## config.mk

```make
export PLATFORM = sky130hd
export DESIGN_NAME = mips_multicycle_ctrl
export DESIGN_NICKNAME = d
export VERILOG_FILES = /design/src/rtl/mips_multicycle_ctrl.sv
export SDC_FILE = /design/constraint.sdc
export NUM_CORES = 1
export LEC_CHECK = 0
export CAP_MARGIN = 10
export CORE_ASPECT_RATIO = 1.5
export CORE_MARGIN = 3
export CORE_UTILIZATION = 44
export CTS_CLUSTER_DIAMETER = 50
export DETAILED_ROUTE_END_ITERATION = 10
export PLACE_DENSITY = 0.74
export SLEW_MARGIN = 0
export SYNTH_ARGS = -nofsm -noshare
export SYNTH_HDL_FRONTEND = slang
export SYNTH_SLANG_ARGS = --single-unit
```

## constraint.sdc

```tcl
create_clock -name cu_clk -period 2.68 [get_ports cu_clk]
set_input_delay 0.402 -clock cu_clk [delete_from_list [all_inputs] [get_ports cu_clk]]
set_output_delay 0.402 -clock cu_clk [all_outputs]
set_load 0.005 [all_outputs]
```

## src/rtl/mips_multicycle_ctrl.sv

```systemverilog
// Multi-cycle control sequencer for the MIPS datapath: Moore control strobes
// per state/opcode, data-memory wait states with timeout, retired-instruction count.
module mips_multicycle_ctrl #(
    parameter int OPCODE_WIDTH = 6,
    parameter int CNT_WIDTH    = 32,
    parameter int MEM_TIMEOUT  = 15
) (
    input  logic                    cu_clk,
    input  logic                    cu_rst,
    input  logic                    cu_i_en,
    input  logic [OPCODE_WIDTH-1:0] cu_i_opcode,
    input  logic                    cu_i_mem_ready,
    output logic                    cu_o_ce,
    output logic                    cu_o_RegDst,
    output logic                    cu_o_RegWrite,
    output logic                    cu_o_ALUSrc,
    output logic                    cu_o_Branch,
    output logic                    cu_o_MemRead,
    output logic                    cu_o_MemWrite,
    output logic                    cu_o_MemtoReg,
    output logic [2:0]              cu_o_state,
    output logic                    cu_o_illegal,
    output logic                    cu_o_timeout,
    output logic [CNT_WIDTH-1:0]    cu_o_retired
);

    localparam int WAIT_W = $clog2(MEM_TIMEOUT + 1);

    localparam logic [OPCODE_WIDTH-1:0] OP_RTYPE = OPCODE_WIDTH'(6'h00);
    localparam logic [OPCODE_WIDTH-1:0] OP_ADDI  = OPCODE_WIDTH'(6'h08);
    localparam logic [OPCODE_WIDTH-1:0] OP_LW    = OPCODE_WIDTH'(6'h23);
    localparam logic [OPCODE_WIDTH-1:0] OP_SW    = OPCODE_WIDTH'(6'h2B);
    localparam logic [OPCODE_WIDTH-1:0] OP_BEQ   = OPCODE_WIDTH'(6'h04);

    typedef enum logic [2:0] {
        S_IDLE      = 3'd0,
        S_FETCH     = 3'd1,
        S_DECODE    = 3'd2,
        S_EXECUTE   = 3'd3,
        S_MEMORY    = 3'd4,
        S_WRITEBACK = 3'd5
    } state_t;

    state_t                  state_reg, state_next;
    logic [OPCODE_WIDTH-1:0] opcode_reg, opcode_next;
    logic [WAIT_W-1:0]       wait_reg, wait_next;
    logic [CNT_WIDTH-1:0]    retired_reg;
    logic                    retire;
    logic                    illegal_reg, illegal_next;
    logic                    timeout_reg, timeout_next;
    state_t                  done_state;

    function automatic logic is_supported(input logic [OPCODE_WIDTH-1:0] op);
        return (op == OP_RTYPE) || (op == OP_ADDI) || (op == OP_LW) ||
               (op == OP_SW) || (op == OP_BEQ);
    endfunction

    always_ff @(posedge cu_clk or posedge cu_rst) begin
        if (cu_rst) begin
            state_reg   <= S_IDLE;
            opcode_reg  <= '0;
            wait_reg    <= '0;
            retired_reg <= '0;
            illegal_reg <= 1'b0;
            timeout_reg <= 1'b0;
        end else begin
            state_reg   <= state_next;
            opcode_reg  <= opcode_next;
            wait_reg    <= wait_next;
            retired_reg <= retired_reg + CNT_WIDTH'(retire);
            illegal_reg <= illegal_next;
            timeout_reg <= timeout_next;
        end
    end

    // An instruction always runs to completion; enable only decides where we go afterwards.
    assign done_state = cu_i_en ? S_FETCH : S_IDLE;

    always_comb begin
        state_next   = state_reg;
        opcode_next  = opcode_reg;
        wait_next    = '0;
        retire       = 1'b0;
        illegal_next = 1'b0;
        timeout_next = 1'b0;
        case (state_reg)
            S_IDLE: begin
                if (cu_i_en)
                    state_next = S_FETCH;
            end
            S_FETCH: state_next = S_DECODE;
            S_DECODE: begin
                opcode_next = cu_i_opcode;
                if (is_supported(cu_i_opcode)) begin
                    state_next = S_EXECUTE;
                end else begin
                    illegal_next = 1'b1;
                    state_next   = done_state;
                end
            end
            S_EXECUTE: begin
                if (opcode_reg == OP_LW || opcode_reg == OP_SW) begin
                    state_next = S_MEMORY;
                end else if (opcode_reg == OP_BEQ) begin
                    retire     = 1'b1;
                    state_next = done_state;
                end else begin
                    state_next = S_WRITEBACK;
                end
            end
            S_MEMORY: begin
                if (cu_i_mem_ready) begin
                    if (opcode_reg == OP_LW) begin
                        state_next = S_WRITEBACK;
                    end else begin
                        retire     = 1'b1;
                        state_next = done_state;
                    end
                end else if (wait_reg == WAIT_W'(MEM_TIMEOUT - 1)) begin
                    // This wait cycle brings the count to MEM_TIMEOUT: abandon the access.
                    timeout_next = 1'b1;
                    state_next   = done_state;
                end else begin
                    wait_next = wait_reg + 1'b1;
                end
            end
            S_WRITEBACK: begin
                retire     = 1'b1;
                state_next = done_state;
            end
            default: state_next = S_IDLE;
        endcase
    end

    always_comb begin
        cu_o_ce       = 1'b0;
        cu_o_RegDst   = 1'b0;
        cu_o_RegWrite = 1'b0;
        cu_o_ALUSrc   = 1'b0;
        cu_o_Branch   = 1'b0;
        cu_o_MemRead  = 1'b0;
        cu_o_MemWrite = 1'b0;
        cu_o_MemtoReg = 1'b0;
        case (state_reg)
            S_FETCH: cu_o_ce = 1'b1;
            S_EXECUTE: begin
                cu_o_RegDst = (opcode_reg == OP_RTYPE);
                cu_o_ALUSrc = (opcode_reg == OP_ADDI) || (opcode_reg == OP_LW) ||
                              (opcode_reg == OP_SW);
                cu_o_Branch = (opcode_reg == OP_BEQ);
            end
            S_MEMORY: begin
                cu_o_MemRead  = (opcode_reg == OP_LW);
                cu_o_MemWrite = (opcode_reg == OP_SW);
            end
            S_WRITEBACK: begin
                cu_o_RegWrite = 1'b1;
                cu_o_MemtoReg = (opcode_reg == OP_LW);
                cu_o_RegDst   = (opcode_reg == OP_RTYPE);
            end
            default: ;
        endcase
    end

    assign cu_o_state   = state_reg;
    assign cu_o_illegal = illegal_reg;
    assign cu_o_timeout = timeout_reg;
    assign cu_o_retired = retired_reg;

endmodule
```

==> results of run 1 <==
-- per-stage QoR --
stage / hold slack (ps) / setup slack [ps] / total power, mW / instances
after floorplan: 454 / 179 / 1.21 / 199
after global placement: 465 / 137 / 1.47 / 327
after detailed placement: 465 / 104 / 1.47 / 327
after CTS: 412 / 77.5 / 1.89 / 335
after global routing: 453 / 40.2 / 2.01 / 335
final: 400 / 134 / 1.88 / 335
-- placed cells by master, fill, tap and decap left out, types with 2 or more instances in the layout --
cell type / instances
clkbuf_8: 5
dfrtp_1: 46
nand3_1: 16
nand4_1: 9
xnor2_1: 26
nor3_1: 4
ha_1: 4
inv_1: 5
nand3b_1: 2
xor2_1: 6
nor2_1: 16
nor4_2: 2
a21oi_1: 6
and4_1: 2
nand4_2: 2
nand2_1: 16
mux2_2: 6
and3_1: 5
nor4_4: 2
nand4b_1: 3
clkdlybuf4s50_1: 54
buf_4: 11
and2_1: 2
-- worst max-delay path: cells and delay by family, from the launching register on --
family                 cells  cell delay (ps)
and+or+nand+nor            2              850
DFF                        1              450
buffers and inverters      1              560
-- logic make-up after synthesis --
group,count (synthesis),share of synthesized area
fa+ha+maj,4,0.0225
xor+xnor,32,0.126
mux,6,0.0304
compound gates,15,0.0461
flops,47,0.529
simple gates,86,0.229
buf+inv,9,0.0169
-- power groups by stage --
stage               sequential, mW  combinational, mW  clock [mW]
global route                 0.956              0.599       0.452
finish                       0.940              0.533       0.411
global placement             0.945              0.521           0
floorplan                    0.922              0.289           0
CTS                          0.931              0.534       0.423
detailed placement           0.945              0.530           0
-- routing by layer --
| metal | GRT usage | vias to the layer above | wire length [um] | share of wire |
|---|---|---|---|---|
| met4 | 0.0739 | 0 | 65 | 0.014 |
| met2 | 0.292 | 56 | 2370 | 0.52 |
| met5 | 0 | - | 0 | 0 |
| met1 | 0.188 | 820 | 1840 | 0.41 |
| met3 | 0.0361 | 6 | 246 | 0.054 |
| li1 | - | 851 | - | - |
-- area by class of cell --
cell class | instances | area [sq um] | share of cell area
Multi-Input combinational cell | 143 | 1020 | 0.340
Clock inverter | 2 | 12.5 | 0.00415
Sequential cell | 47 | 1180 | 0.390
Clock buffer | 6 | 72.6 | 0.0241
Tap cell | 66 | 82.6 | 0.0274
Timing Repair Buffer | 65 | 623 | 0.207
Inverter | 6 | 22.5 | 0.00747
-- worst max path at each step --
stage                                         start                         end  slack (ps)  cells past startpoint
final                     cu_o_state[1]$_DFFE_PP0P_               cu_o_MemWrite         130                      3
after global routing      opcode_reg[5]$_DFFE_PP0N_  cu_o_retired[24]$_DFF_PP0_          40                     11
after CTS                 cu_o_state[2]$_DFFE_PP0P_               cu_o_MemWrite          80                      3
after detailed placement             cu_i_mem_ready  cu_o_retired[24]$_DFF_PP0_         100                     10
after global placement               cu_i_mem_ready  cu_o_retired[24]$_DFF_PP0_         140                     10
after floorplan           opcode_reg[5]$_DFFE_PP0N_  cu_o_retired[24]$_DFF_PP0_         180                      9
==> impl_metrics.csv, run 1 <==
group,metric,value,unit
outcome,outcome,"complete, no violations",
place,place_hpwl,3510,um
critical_path,critPathCaptureType,"output port",
global_route,track_usage,0.165,
layout,utilization,0.622,
global_route,grt_max_degree,20,
critical_path,r2r-end,"cu_o_retired[24]$_DFF_PP0_",
cts,clock_path_buffers,2,
logic_synthesis,synth_edf_count,0,
cts,cts_buffers,5,
cts,cts_resized,0,
cts,htree_levels,2,
logic_synthesis,synth_top_area_frac,0.529,
place,placed_cell_area,2920,sq um
global_route,antenna_found_initial,0,
cts,root_buffer,"clkbuf_8",
critical_path,arrival,2140,ps
logic_synthesis,synth_nets,213,
route,vias_per_cell,5.17,
route,drtIter0Drc,40,
critical_path,r2r_slack,260,ps
cts,clock_latency,290,ps
power_and_ir_drop,p_clk_frac,0.218,
power_and_ir_drop,ir_worst_vdd,0.623,mV
sta,period_share,0.950,
sta,setup_violations,0,
critical_path,slowest_delay,560,ps
job,max-cap-violations,0,
layout,design_area,3020,sq um
critical_path,worstPathCellList,"or3b_2 > nor4b_1 > clkdlybuf4s50_1",
floorplan,core,4850,sq um
logic_synthesis,synth.largest_area_cell,"dfrtp_1",
place,numPortBuffers,54,
power_and_ir_drop,p_comb_frac,0.283,
critical_path,reg2reg_from,"opcode_reg[5]$_DFFE_PP0N_",
power_and_ir_drop,leakagePower,1.28,nW
route,routed_wl,4520,um
power_and_ir_drop,p_int,1.31,mW
route,drcViolationCount,0,
route,drtAntennaViolNets,0,
route,drtPass1Iterations,4,
power_and_ir_drop,switchingPower,0.574,mW
layout,n_fill_cell,419,
floorplan,fp.dieH,93.1,um
sta,relSlewSlack,0.689,
layout,fin_nets,282,
power_and_ir_drop,power.density,625,nW/um^2
logic_synthesis,yosys.cell_types.count,37,
critical_path,crit_path_max_fanout,6,
sta,rsz0062_at_grt,"no",
logic_synthesis,synth_seq_area_share,0.529,
route,num_vias,1733,
floorplan,row_count,31,
logic_synthesis,yosys_warnings,0,
layout,largest_register_ffs,32,
power_and_ir_drop,swShare,0.304,
logic_synthesis,synth_most_common_cell,"dfrtp_1",
critical_path,reg2regPathDepth,11,
critical_path,crit_type,"register to output port",
logic_synthesis,synth_area,2220,sq um
floorplan,fp.dieW,64.1,um
logic_synthesis,async_flop_share,1.00,
layout,antenna_cells,0,
logic_synthesis,yosys_register_bits,47,
floorplan,num_io_pins,55,
critical_path,cp-start-kind,"register",
place,place.gp.congestion,0.856,
sta,max_freq,393,MHz
cts,post-cts-setup-buffers,0,
logic_synthesis,synthFlopType,"dfrtp_1",
min_path,hold_class,"input port to asynchronous set/reset pin",
global_route,grt_pass1_vias,1790,
logic_synthesis,synth_common_cells,"dfrtp_1, xnor2_1, nand2_1, nand3_1, nor2_1",
floorplan,die_area,5960,sq um
sta,fin_crit,2550,ps
global_route,grt_overflow,0,
sta,skew,10.2,ps
critical_path,cp_data_required_time,2280,ps
cts,clkTransAtPathRegs,90,ps
sta,setup_tns,0,ps
route,detail_route.wl_per_cell,13.5,um
cts,cts_tree,"yes",
cts,cts_hold_buf,0,
logic_synthesis,avgSynthCellArea,11.2,sq um
global_route,grt_pass1_wl,7790,um
sta,finalHoldViolCount,0,
sta,slew_viol_final,0,
cts,clock_sinks,47,
sta,worst_pin_slew,464,ps
layout,drive_gt1_frac,0.134,
logic_synthesis,syn_inst,199,
floorplan,start_util,0.459,
logic_synthesis,synth_area_leaders,"dfrtp_1, xnor2_1, nand3_1",
layout,syn2layout_area_growth,35.5,%
critical_path,cpMaxStageDelayCell,"clkdlybuf4s50_1",
power_and_ir_drop,seqPwrFrac,0.499,
(Power assumes the default switching activity.)
==> inputs of run 2 (changes only) <==
--- a/config.mk
+++ b/config.mk
@@ -11,8 +11,8 @@
 export CORE_UTILIZATION = 44
 export CTS_CLUSTER_DIAMETER = 50
 export DETAILED_ROUTE_END_ITERATION = 10
+export GPL_TIMING_DRIVEN = 0
 export PLACE_DENSITY = 0.74
-export SLEW_MARGIN = 0
 export SYNTH_ARGS = -nofsm -noshare
 export SYNTH_HDL_FRONTEND = slang
 export SYNTH_SLANG_ARGS = --single-unit
==> run 2 against run 1 <==
Worst hold slack better by 15 ps. Critical path depth rose by 1. Wire length increased by 1.7%. Sequential cell count unchanged. Non-clock buffer count down 4. Core utilization grew 0.49 points. Critical endpoint unchanged. Largest power group unchanged.
==> impl_metrics.csv, run 2 (synthesis results as in run 1) <==
group,metric,value,unit
outcome,outcome,"complete, no violations",
critical_path,crit_type,"register to output port",
global_route,grt_pass1_wl,7790,um
critical_path,cp_data_required_time,2280,ps
sta,setup_ws,124,ps
power_and_ir_drop,p_comb_frac,0.271,
critical_path,cpMaxStageDelayCell,"clkdlybuf4s50_1",
route,vias_per_cell,5.25,
sta,finalHoldViolCount,0,
route,drtPass1Iterations,4,
global_route,antenna_found_initial,0,
floorplan,num_io_pins,55,
cts,root_buffer,"clkbuf_8",
sta,setup_tns,0,ps
floorplan,row_count,31,
power_and_ir_drop,switchingPower,0.603,mW
route,drtAntennaViolNets,0,
place,place.gp.congestion,0.857,
sta,relSlewSlack,0.699,
job,max-cap-violations,0,
power_and_ir_drop,ir_worst_vdd,0.526,mV
cts,clock_sinks,47,
sta,worst_pin_slew,450,ps
min_path,hold_class,"input port to asynchronous set/reset pin",
place,placed_cells,320,
critical_path,r2r_slack,150,ps
critical_path,critPathCaptureType,"output port",
critical_path,worstPathCellList,"clkbuf_1 > or3b_4 > nor4b_2 > clkdlybuf4s50_1",
sta,max_freq,391,MHz
sta,slew_viol_final,0,
floorplan,fp.dieH,93.1,um
route,routed_wl,4600,um
global_route,track_usage,0.166,
layout,antenna_cells,0,
critical_path,crit_path_max_fanout,9,
power_and_ir_drop,swShare,0.302,
cts,clock_latency,300,ps
layout,utilization,0.627,
cts,htree_levels,2,
power_and_ir_drop,power.density,657,nW/um^2
critical_path,reg2regPathDepth,11,
critical_path,arrival,2150,ps
cts,clkTransAtPathRegs,90,ps
global_route,grt_pass1_vias,1702,
critical_path,r2r-end,"cu_o_retired[24]$_DFF_PP0_",
layout,n_fill_cell,415,
power_and_ir_drop,leakagePower,1.27,nW
route,drcViolationCount,0,
sta,fin_crit,2560,ps
cts,cts_buffers,5,
floorplan,die_area,5960,sq um
floorplan,start_util,0.459,
sta,setup_violations,0,
place,numPortBuffers,54,
layout,drive_gt1_frac,0.125,
layout,largest_register_ffs,32,
global_route,grt_max_degree,29,
floorplan,fp.dieW,64.1,um
place,pre_cts_slack,-367,ps
sta,skew,10.1,ps
cts,clock_path_buffers,2,
layout,final_cell_mix,"clkdlybuf4s50_1, dfrtp_1, xnor2_1",
layout,syn2layout_area_growth,36.6,%
global_route,grt_overflow,0,
layout,layoutNonFillerInstCount,330,
power_and_ir_drop,p_clk_frac,0.256,
route,num_vias,1731,
layout,final_common_cell,"clkdlybuf4s50_1",
route,detail_route.wl_per_cell,13.9,um
sta,period_share,0.954,
critical_path,reg2reg_from,"opcode_reg[5]$_DFFE_PP0N_",
sta,rsz0062_at_grt,"yes",
power_and_ir_drop,p_int,1.39,mW
layout,fin_nets,278,
critical_path,cp-start-kind,"register",
critical_path,slowest_delay,540,ps
cts,cts_tree,"yes",
floorplan,core,4850,sq um
place,place_hpwl,3370,um
power_and_ir_drop,seqPwrFrac,0.473,
route,drtIter0Drc,57,
==> run 2: changes by cell type in the layout (fill, tap and decap cells not counted), sizes merged <==
| cell | delta |
|---|---|
| clkinv | -1 |
| buf | -6 |
| bufinv | +1 |
| clkbuf | +1 |
==> run 2: worst max-delay path by stage <==
stage                     slack, ps                       from                          to
after global routing            -20  opcode_reg[5]$_DFFE_PP0N_  cu_o_retired[24]$_DFF_PP0_
after CTS                         3  opcode_reg[5]$_DFFE_PP0N_  cu_o_retired[24]$_DFF_PP0_
after detailed placement       -370             cu_i_mem_ready  cu_o_retired[24]$_DFF_PP0_
final                           120  cu_o_state[0]$_DFFE_PP0P_               cu_o_MemWrite
after global placement         -410             cu_i_mem_ready  cu_o_retired[24]$_DFF_PP0_
after floorplan                 180  opcode_reg[5]$_DFFE_PP0N_  cu_o_retired[24]$_DFF_PP0_
==> run 2: what timing repair did <==
action                                  4_1_cts  5_1_grt
setup buffers                                 1        2
hold buffers                                  0        0
pin swaps                                     1        3
endpoints found under the setup margin       11       19
gates resized for setup                       4        5
==> run 2: metrics by stage <==
step	hold WS [ps]	power, mW	cell area (sq um)
after CTS	426	1.98	3000
after global routing	468	2.12	3040
after detailed placement	470	1.45	2870
after floorplan	454	1.21	2220
final	415	2.00	3040
after global placement	462	1.43	2850
==> run 2: area by class of cell <==
cell class / count / area (sq um) / area share
Inverter: 6 / 22.5 / 0.00741
Clock inverter: 2 / 37.5 / 0.0124
Sequential cell: 47 / 1180 / 0.387
Timing Repair Buffer: 58 / 587 / 0.193
Buffer: 3 / 15.0 / 0.00494
Tap cell: 66 / 82.6 / 0.0272
Multi-Input combinational cell: 143 / 1050 / 0.345
Clock buffer: 5 / 68.8 / 0.0226
==> run 2: worst max-delay path: cells and delay by family, from the launching register on <==
family	cells	cell delay (ps)
buffers and inverters	2	730
flip-flops	1	380
AND/OR/NAND/NOR	2	740
==> run 2: power groups by stage <==
stage / Sequential, mW / Combinational (mW) / Clock [mW]
3_5_place_dp: 0.939 / 0.507 / 0
2_1_floorplan: 0.922 / 0.289 / 0
6_report: 0.945 / 0.541 / 0.512
5_1_grt: 0.963 / 0.598 / 0.554
3_3_place_gp: 0.934 / 0.500 / 0
4_1_cts: 0.934 / 0.522 / 0.524
==> run 2: per-layer routing <==
layer  track usage  wire length [um]  vias up
met4        0.0631                65        0
li1              -                 -      836
met3        0.0421               247        6
met1         0.199              1930      844
met2         0.283              2360       45
met5             0                 0        -
==> inputs of run 3 (changes only) <==
--- a/config.mk
+++ b/config.mk
@@ -11,7 +11,6 @@
 export CORE_UTILIZATION = 44
 export CTS_CLUSTER_DIAMETER = 50
 export DETAILED_ROUTE_END_ITERATION = 10
-export GPL_TIMING_DRIVEN = 0
 export PLACE_DENSITY = 0.74
 export SYNTH_ARGS = -nofsm -noshare
 export SYNTH_HDL_FRONTEND = slang
==> results of run 3 <==
The final DEF is identical to that of run 1; final timing and power are the same.
